`config.mk`:
```
export PLATFORM = sky130hd
export DESIGN_NAME = sm_rr_sched_flat
export DESIGN_NICKNAME = d
export VERILOG_FILES = /design/src/rtl/sm_rr_sched_pkg.sv /design/src/rtl/sm_rr_sched_if.sv /design/src/rtl/sm_rr_sched_pick.sv /design/src/rtl/sm_rr_sched.sv /design/src/flat_wrapper.sv
export SDC_FILE = /design/constraint.sdc
export NUM_CORES = 1
export LEC_CHECK = 0
export ABC_AREA = 1
export ABC_CLOCK_PERIOD_IN_PS = 2250
export CAP_MARGIN = 20
export CELL_PAD_IN_SITES_DETAIL_PLACEMENT = 1
export CELL_PAD_IN_SITES_GLOBAL_PLACEMENT = 1
export CORE_MARGIN = 5
export CORE_UTILIZATION = 33
export DETAILED_ROUTE_END_ITERATION = 16
export PLACE_DENSITY = 0.91
export SLEW_MARGIN = 25
export SYNTH_ARGS = -nofsm -noshare
export SYNTH_HDL_FRONTEND = slang
export SYNTH_HIERARCHICAL = 1
export SYNTH_SLANG_ARGS = --single-unit
```
`constraint.sdc`:
```
create_clock -name En -period 2.25 [get_ports En]
set_clock_uncertainty 0.1 [all_clocks]
set_input_delay 0.3375 -clock En [delete_from_list [all_inputs] [get_ports En]]
set_output_delay 0.3375 -clock En [all_outputs]
set_load 0.02 [all_outputs]
```
`src/rtl/sm_rr_sched_pkg.sv`:
```
// Shared types and defaults for the sm_rr_sched round-robin scheduler.
package sm_rr_sched_pkg;

    localparam int unsigned BurstDefault = 4;
    localparam int unsigned CwDefault    = 3;

    typedef enum logic [1:0] {
        StIdle = 2'd0,
        StClr  = 2'd1,
        StRun  = 2'd2
    } state_e;

    typedef logic idx_t;

endpackage

```
`src/rtl/sm_rr_sched_if.sv`:
```
// Requester-side and sm-side signals of the scheduler.
// master is the environment (requesters and sm); slave is the scheduler.
interface sm_rr_sched_if;

    logic [1:0] req;
    logic [1:0] a_in;
    logic [1:0] b_in;
    logic [1:0] gnt;
    logic [1:0] done;
    logic       sm_rst;
    logic       sm_a;
    logic       sm_b;
    logic       sm_q;
    logic       q_out;
    logic       q_vld;

    modport master (
        output req, a_in, b_in, sm_q,
        input  gnt, done, sm_rst, sm_a, sm_b, q_out, q_vld
    );

    modport slave (
        input  req, a_in, b_in, sm_q,
        output gnt, done, sm_rst, sm_a, sm_b, q_out, q_vld
    );

endinterface

```
`src/rtl/sm_rr_sched_pick.sv`:
```
// Combinational 2-way round-robin pick; ptr holds the index granted last.
module rr_pick2
    import sm_rr_sched_pkg::*;
(
    input  logic [1:0] req,
    input  idx_t       ptr,
    output logic [1:0] pick,
    output idx_t       ptr_nxt
);

    always_comb begin
        pick    = 2'b00;
        ptr_nxt = ptr;
        unique case (req)
            2'b01: begin
                pick    = 2'b01;
                ptr_nxt = 1'b0;
            end
            2'b10: begin
                pick    = 2'b10;
                ptr_nxt = 1'b1;
            end
            2'b11: begin
                // Both asking: the one not granted last wins.
                if (ptr) begin
                    pick    = 2'b01;
                    ptr_nxt = 1'b0;
                end else begin
                    pick    = 2'b10;
                    ptr_nxt = 1'b1;
                end
            end
            default: ;
        endcase
    end

endmodule

```
`src/rtl/sm_rr_sched.sv`:
```
// Round-robin scheduler sharing one sm between two requesters, resetting it between owners.
// Define SM_RR_SCHED_HOLD_EN to let an uncontested owner keep the sm across bursts.
module sm_rr_sched
    import sm_rr_sched_pkg::*;
#(
    parameter int unsigned BURST = BurstDefault,
    parameter int unsigned CW    = CwDefault
) (
    input logic          En,
    input logic          rst,
    sm_rr_sched_if.slave bus
);

    if (BURST < 1 || BURST > (1 << CW)) begin : g_bad_cfg
        $error("sm_rr_sched: BURST must be in 1..2**CW");
    end

    state_e          state_q;
    logic [1:0]      gnt_q;
    idx_t            ptr_q;
    logic [CW-1:0]   cnt_q;

    logic [1:0]      pick;
    idx_t            ptr_nxt;
    logic            in_run;
    logic            own_req;
    logic            other_req;
    logic            last;

    rr_pick2 u_pick (
        .req     (bus.req),
        .ptr     (ptr_q),
        .pick    (pick),
        .ptr_nxt (ptr_nxt)
    );

    assign in_run    = (state_q == StRun);
    assign own_req   = |(bus.req & gnt_q);
    assign other_req = |(bus.req & ~gnt_q);
    assign last      = (cnt_q == CW'(BURST - 1));

    always_ff @(posedge En) begin
        if (rst) begin
            state_q <= StIdle;
            gnt_q   <= 2'b00;
            ptr_q   <= 1'b1;
            cnt_q   <= '0;
        end else begin
            unique case (state_q)
                StIdle: begin
                    if (|bus.req) begin
                        state_q <= StClr;
                        gnt_q   <= pick;
                        ptr_q   <= ptr_nxt;
                    end
                end
                StClr: begin
                    state_q <= StRun;
                    cnt_q   <= '0;
                end
                StRun: begin
                    if (!own_req) begin
                        state_q <= StIdle;
                        gnt_q   <= 2'b00;
                    end else if (last) begin
`ifdef SM_RR_SCHED_HOLD_EN
                        if (!other_req) begin
                            cnt_q <= '0;
                        end else begin
                            state_q <= StIdle;
                            gnt_q   <= 2'b00;
                        end
`else
                        state_q <= StIdle;
                        gnt_q   <= 2'b00;
`endif
                    end else begin
                        cnt_q <= cnt_q + 1'b1;
                    end
                end
                default: begin
                    state_q <= StIdle;
                    gnt_q   <= 2'b00;
                end
            endcase
        end
    end

`ifndef SM_RR_SCHED_HOLD_EN
    logic unused_other_req;
    assign unused_other_req = other_req;
`endif

    // The sm sees the owner's symbols with zero latency through the registered grant.
    assign bus.gnt    = gnt_q;
    assign bus.sm_rst = !in_run;
    assign bus.sm_a   = in_run & |(bus.a_in & gnt_q);
    assign bus.sm_b   = in_run & |(bus.b_in & gnt_q);
    assign bus.q_vld  = in_run;
    assign bus.q_out  = in_run & bus.sm_q;
    assign bus.done   = (in_run && own_req && last) ? gnt_q : 2'b00;

endmodule

```
`src/flat_wrapper.sv`:
```
// flat-port wrapper written by rule: the top's interface ports become plain ports
module sm_rr_sched_flat import sm_rr_sched_pkg::*;
#(
    parameter int unsigned BURST = BurstDefault,
    parameter int unsigned CW    = CwDefault
)
  (En, rst, bus_req, bus_a_in, bus_b_in, bus_sm_q, bus_gnt, bus_done, bus_sm_rst, bus_sm_a, bus_sm_b, bus_q_out, bus_q_vld);
  sm_rr_sched_if bus_i ();
  input logic En;
  input logic rst;
  input wire logic [$bits(bus_i.req)-1:0] bus_req;
  input wire logic [$bits(bus_i.a_in)-1:0] bus_a_in;
  input wire logic [$bits(bus_i.b_in)-1:0] bus_b_in;
  input wire logic [$bits(bus_i.sm_q)-1:0] bus_sm_q;
  output wire logic [$bits(bus_i.gnt)-1:0] bus_gnt;
  output wire logic [$bits(bus_i.done)-1:0] bus_done;
  output wire logic [$bits(bus_i.sm_rst)-1:0] bus_sm_rst;
  output wire logic [$bits(bus_i.sm_a)-1:0] bus_sm_a;
  output wire logic [$bits(bus_i.sm_b)-1:0] bus_sm_b;
  output wire logic [$bits(bus_i.q_out)-1:0] bus_q_out;
  output wire logic [$bits(bus_i.q_vld)-1:0] bus_q_vld;
  assign bus_i.req = bus_req;
  assign bus_i.a_in = bus_a_in;
  assign bus_i.b_in = bus_b_in;
  assign bus_i.sm_q = bus_sm_q;
  assign bus_gnt = bus_i.gnt;
  assign bus_done = bus_i.done;
  assign bus_sm_rst = bus_i.sm_rst;
  assign bus_sm_a = bus_i.sm_a;
  assign bus_sm_b = bus_i.sm_b;
  assign bus_q_out = bus_i.q_out;
  assign bus_q_vld = bus_i.q_vld;
  sm_rr_sched #(.BURST(BURST), .CW(CW)) u_core (.En(En), .rst(rst), .bus(bus_i));
endmodule
```
==> metrics.json <==
{
  "setup_path": {
    "timing.critical_path.fanout_max": 6,
    "reg2reg_from": "u_core/state_q[0]",
    "crit_required_ns": 1.81,
    "cp_data_arrival_time_ns": 1.64,
    "rr_worst_depth": 8,
    "worst-setup-path-type": "primary input to output pin",
    "worstReg2RegEnd": "u_core/cnt_q[0]",
    "setup.reg_to_reg.worst_slack_ns": 0.72,
    "timing.critical_path.to_type": "output pin",
    "critPathLaunchType": "primary input"
  },
  "final_layout": {
    "n_fill_cell": 239,
    "final_cell_area_um2": 853,
    "synth_to_layout_area_growth_pct": 41.2,
    "layout.core_utilization_pct": 49.4,
    "final_cells": 139,
    "layout_common_cells": "nand2_1 (27), inv_1 (15), clkdlybuf4s50_1 (13)",
    "commonest_non_fill_non_tap_cell_in_the_layout": "nand2_1",
    "fraction_of_final_layout_cells_sized_beyond_drive_strength_1_pct": 16.7,
    "layout_nets": 131,
    "n_diodes": 0
  },
  "yosys": {
    "avgSynthCellArea_um2": 6.64,
    "synth_nets": 106,
    "synth_cells": 91,
    "synth_seq_area_share_pct": 26.5,
    "synth.lib_cells_used.distinct": 15,
    "synth.cell_area_um2": 604,
    "postSynthRegisterBits": 8,
    "synth_warnings": 6
  },
  "hold_path": {
    "holdPathStages": 2,
    "hold-path-endpoint": "u_core/cnt_q[2]",
    "hold_path.startpoint": "u_core/cnt_q[2]",
    "path_category_of_the_worst_min_delay_check": "register to register"
  },
  "clocking": {
    "cts_inserted_buffers": 3,
    "post-cts-setup-buffer-count": 0,
    "insertion_delay_ns": 0.25,
    "ctsHoldBuffers": 0,
    "clock_transition_time_at_the_flip_flop_clock_pins_of_the_worst_setup_and_hold_paths_ns": 0.05,
    "cts-root-to-sink-buffers": 2,
    "cts_tree": "built",
    "cts_sinks": 8,
    "h-tree-depth": 1,
    "ctsRootBufferMaster": "clkbuf_4"
  },
  "detailed_routing": {
    "drcViolationCount": 0,
    "routed_wl_mm": 1.62,
    "avgRoutedWirePerCell_um": 11.6,
    "detail-route-antenna-nets": 0,
    "dr.pass1.iters": 4,
    "post_drt_via_cell_ratio": 4.63,
    "vias": 644,
    "starting_drc_count_in_detailed_routing": 4
  },
  "place": {
    "dp.cells": 136,
    "post_dp_cell_area_um2": 828,
    "dp_worst_setup_slack_ns": -0.129,
    "io_buffers": 17,
    "gp_congestion": 0.720,
    "hpwl_mm": 1.36
  },
  "die": {
    "fp.dieW_um": 52.8,
    "die_area_um2": 2790,
    "initial_core_util_pct": 35.0,
    "fp-row-count": 15,
    "io_pins": 18,
    "die_y_um": 52.8,
    "design.core.area_um2": 1730
  },
  "grt": {
    "gr-total-overflow": 0,
    "grt_antenna_before_repair": 0,
    "first_global_vias": 658,
    "global_route_met2_usage_pct": 24.4,
    "grt_busiest_layer": "met2",
    "grt_max_degree": 8,
    "gr-usage-met1_pct": 13.6,
    "groute.layer.met3.usage_pct": 2.56,
    "grt_pass1_wl_mm": 2.75,
    "grt.total_usage_pct": 13.4
  },
  "timing": {
    "final.hold.worst_slack_ns": 0.366,
    "period_needed_ns": 2.07,
    "slew-limit-headroom_pct": 80.5,
    "fmax_ghz": 0.482,
    "setup_repair_after_global_routing_missed_its_margin": "no",
    "report.final.setup_viol": 0,
    "finalHoldViolCount": 0,
    "setup_tns_ns": 0,
    "final_min_period_over_clock_period_pct": 92.2,
    "final_critical_path_setup_slack_ns": 0.176,
    "report.final.slew_viol_count": 0,
    "worstMarginPinSlew_ns": 0.291
  },
  "flow_run": {
    "cap_viol_max_count": 0
  },
  "pwr": {
    "leakage_nw": 0.430,
    "power_mw": 0.491,
    "vdd_drop_max_uv": 253,
    "power.density_cell_area_nw_per_um2": 575
  },
  "outcome": {
    "run_status": "completed"
  }
}
-- state kept, by name (all words and copies together) (netlist names) --
register,flops
u_core/ptr_q,1
u_core/cnt_q,3
u_core/bus.gnt,2
u_core/state_q,2
-- where the power goes --
part	leakage [nW]	switching, mW	internal (mW)	total, mW
clock	0.0138	0.0485	0.0610	0.110
sequential	0.0656	0.0194	0.157	0.176
combinational	0.351	0.117	0.0885	0.205
total	0.430	0.185	0.306	0.491
-- worst max path at each step --
stage,from,depth (start not counted),slack (ns),endpoint
6_report,bus_req[0],6,0.18,bus_done[1]
5_1_grt,bus_req[0],6,0.09,bus_done[1]
4_1_cts,u_core/state_q[0],5,0.01,bus_sm_a
3_5_place_dp,bus_req[0],6,-0.13,bus_done[1]
3_3_place_gp,bus_req[0],6,-0.03,bus_done[1]
2_1_floorplan,u_core/state_q[0],4,0.53,bus_sm_a
-- per-layer routing --
layer,part of all wire [%],wire [µm],vias to the layer above
li1,-,-,327
met1,41,661,286
met2,50,804,27
met3,6.7,109,4
met4,2.5,40,0
met5,0,0,-
-- kinds of logic (layout without fill, tap and decap cells) --
logic type / after synthesis / after routing / synth area share [%]
adder cells (fa/ha/maj): 6 / 6 / 12.4
buffers and inverters: 16 / 39 / 9.94
AND/OR/NAND/NOR: 49 / 49 / 38.3
AO/OA/AOI/OAI: 12 / 12 / 12.8
flip-flops: 8 / 8 / 26.5
-- area by class of cell --
| class | instances | area, µm² | area share [%] |
|---|---|---|---|
| tap | 25 | 31.3 | 3.67 |
| sequential | 8 | 160 | 18.8 |
| timing repair buffer | 20 | 195 | 22.9 |
| clock buffer | 3 | 22.5 | 2.64 |
| multi-input combinational | 67 | 384 | 45.0 |
| inverter | 16 | 60.1 | 7.04 |
-- Yosys cell counts (all sizes together) --
library cell / number / share of area [%]
o21ai: 1 / 0.83
nor2: 10 / 6.6
dfxtp: 8 / 27
a21oi: 10 / 11
inv: 16 / 9.9
ha: 6 / 12
nand2: 33 / 25
a21boi: 1 / 1.2
nand3: 6 / 7.0
-- repair_timing --
item,4_1_cts,5_1_grt
cloned,0,0
endpoints found under the setup margin,2,2
pin swaps,0,0
gates resized for setup,2,2
-- critical path: stages --
cell	delay, ns
clkdlybuf4s50_1	0.58
nand2_2	0.11
nand2_4	0.07
nand3_1	0.09
nor2_1	0.11
dlygate4sd2_1	0.34
Note: power is estimated with default switching activity, not from simulation.
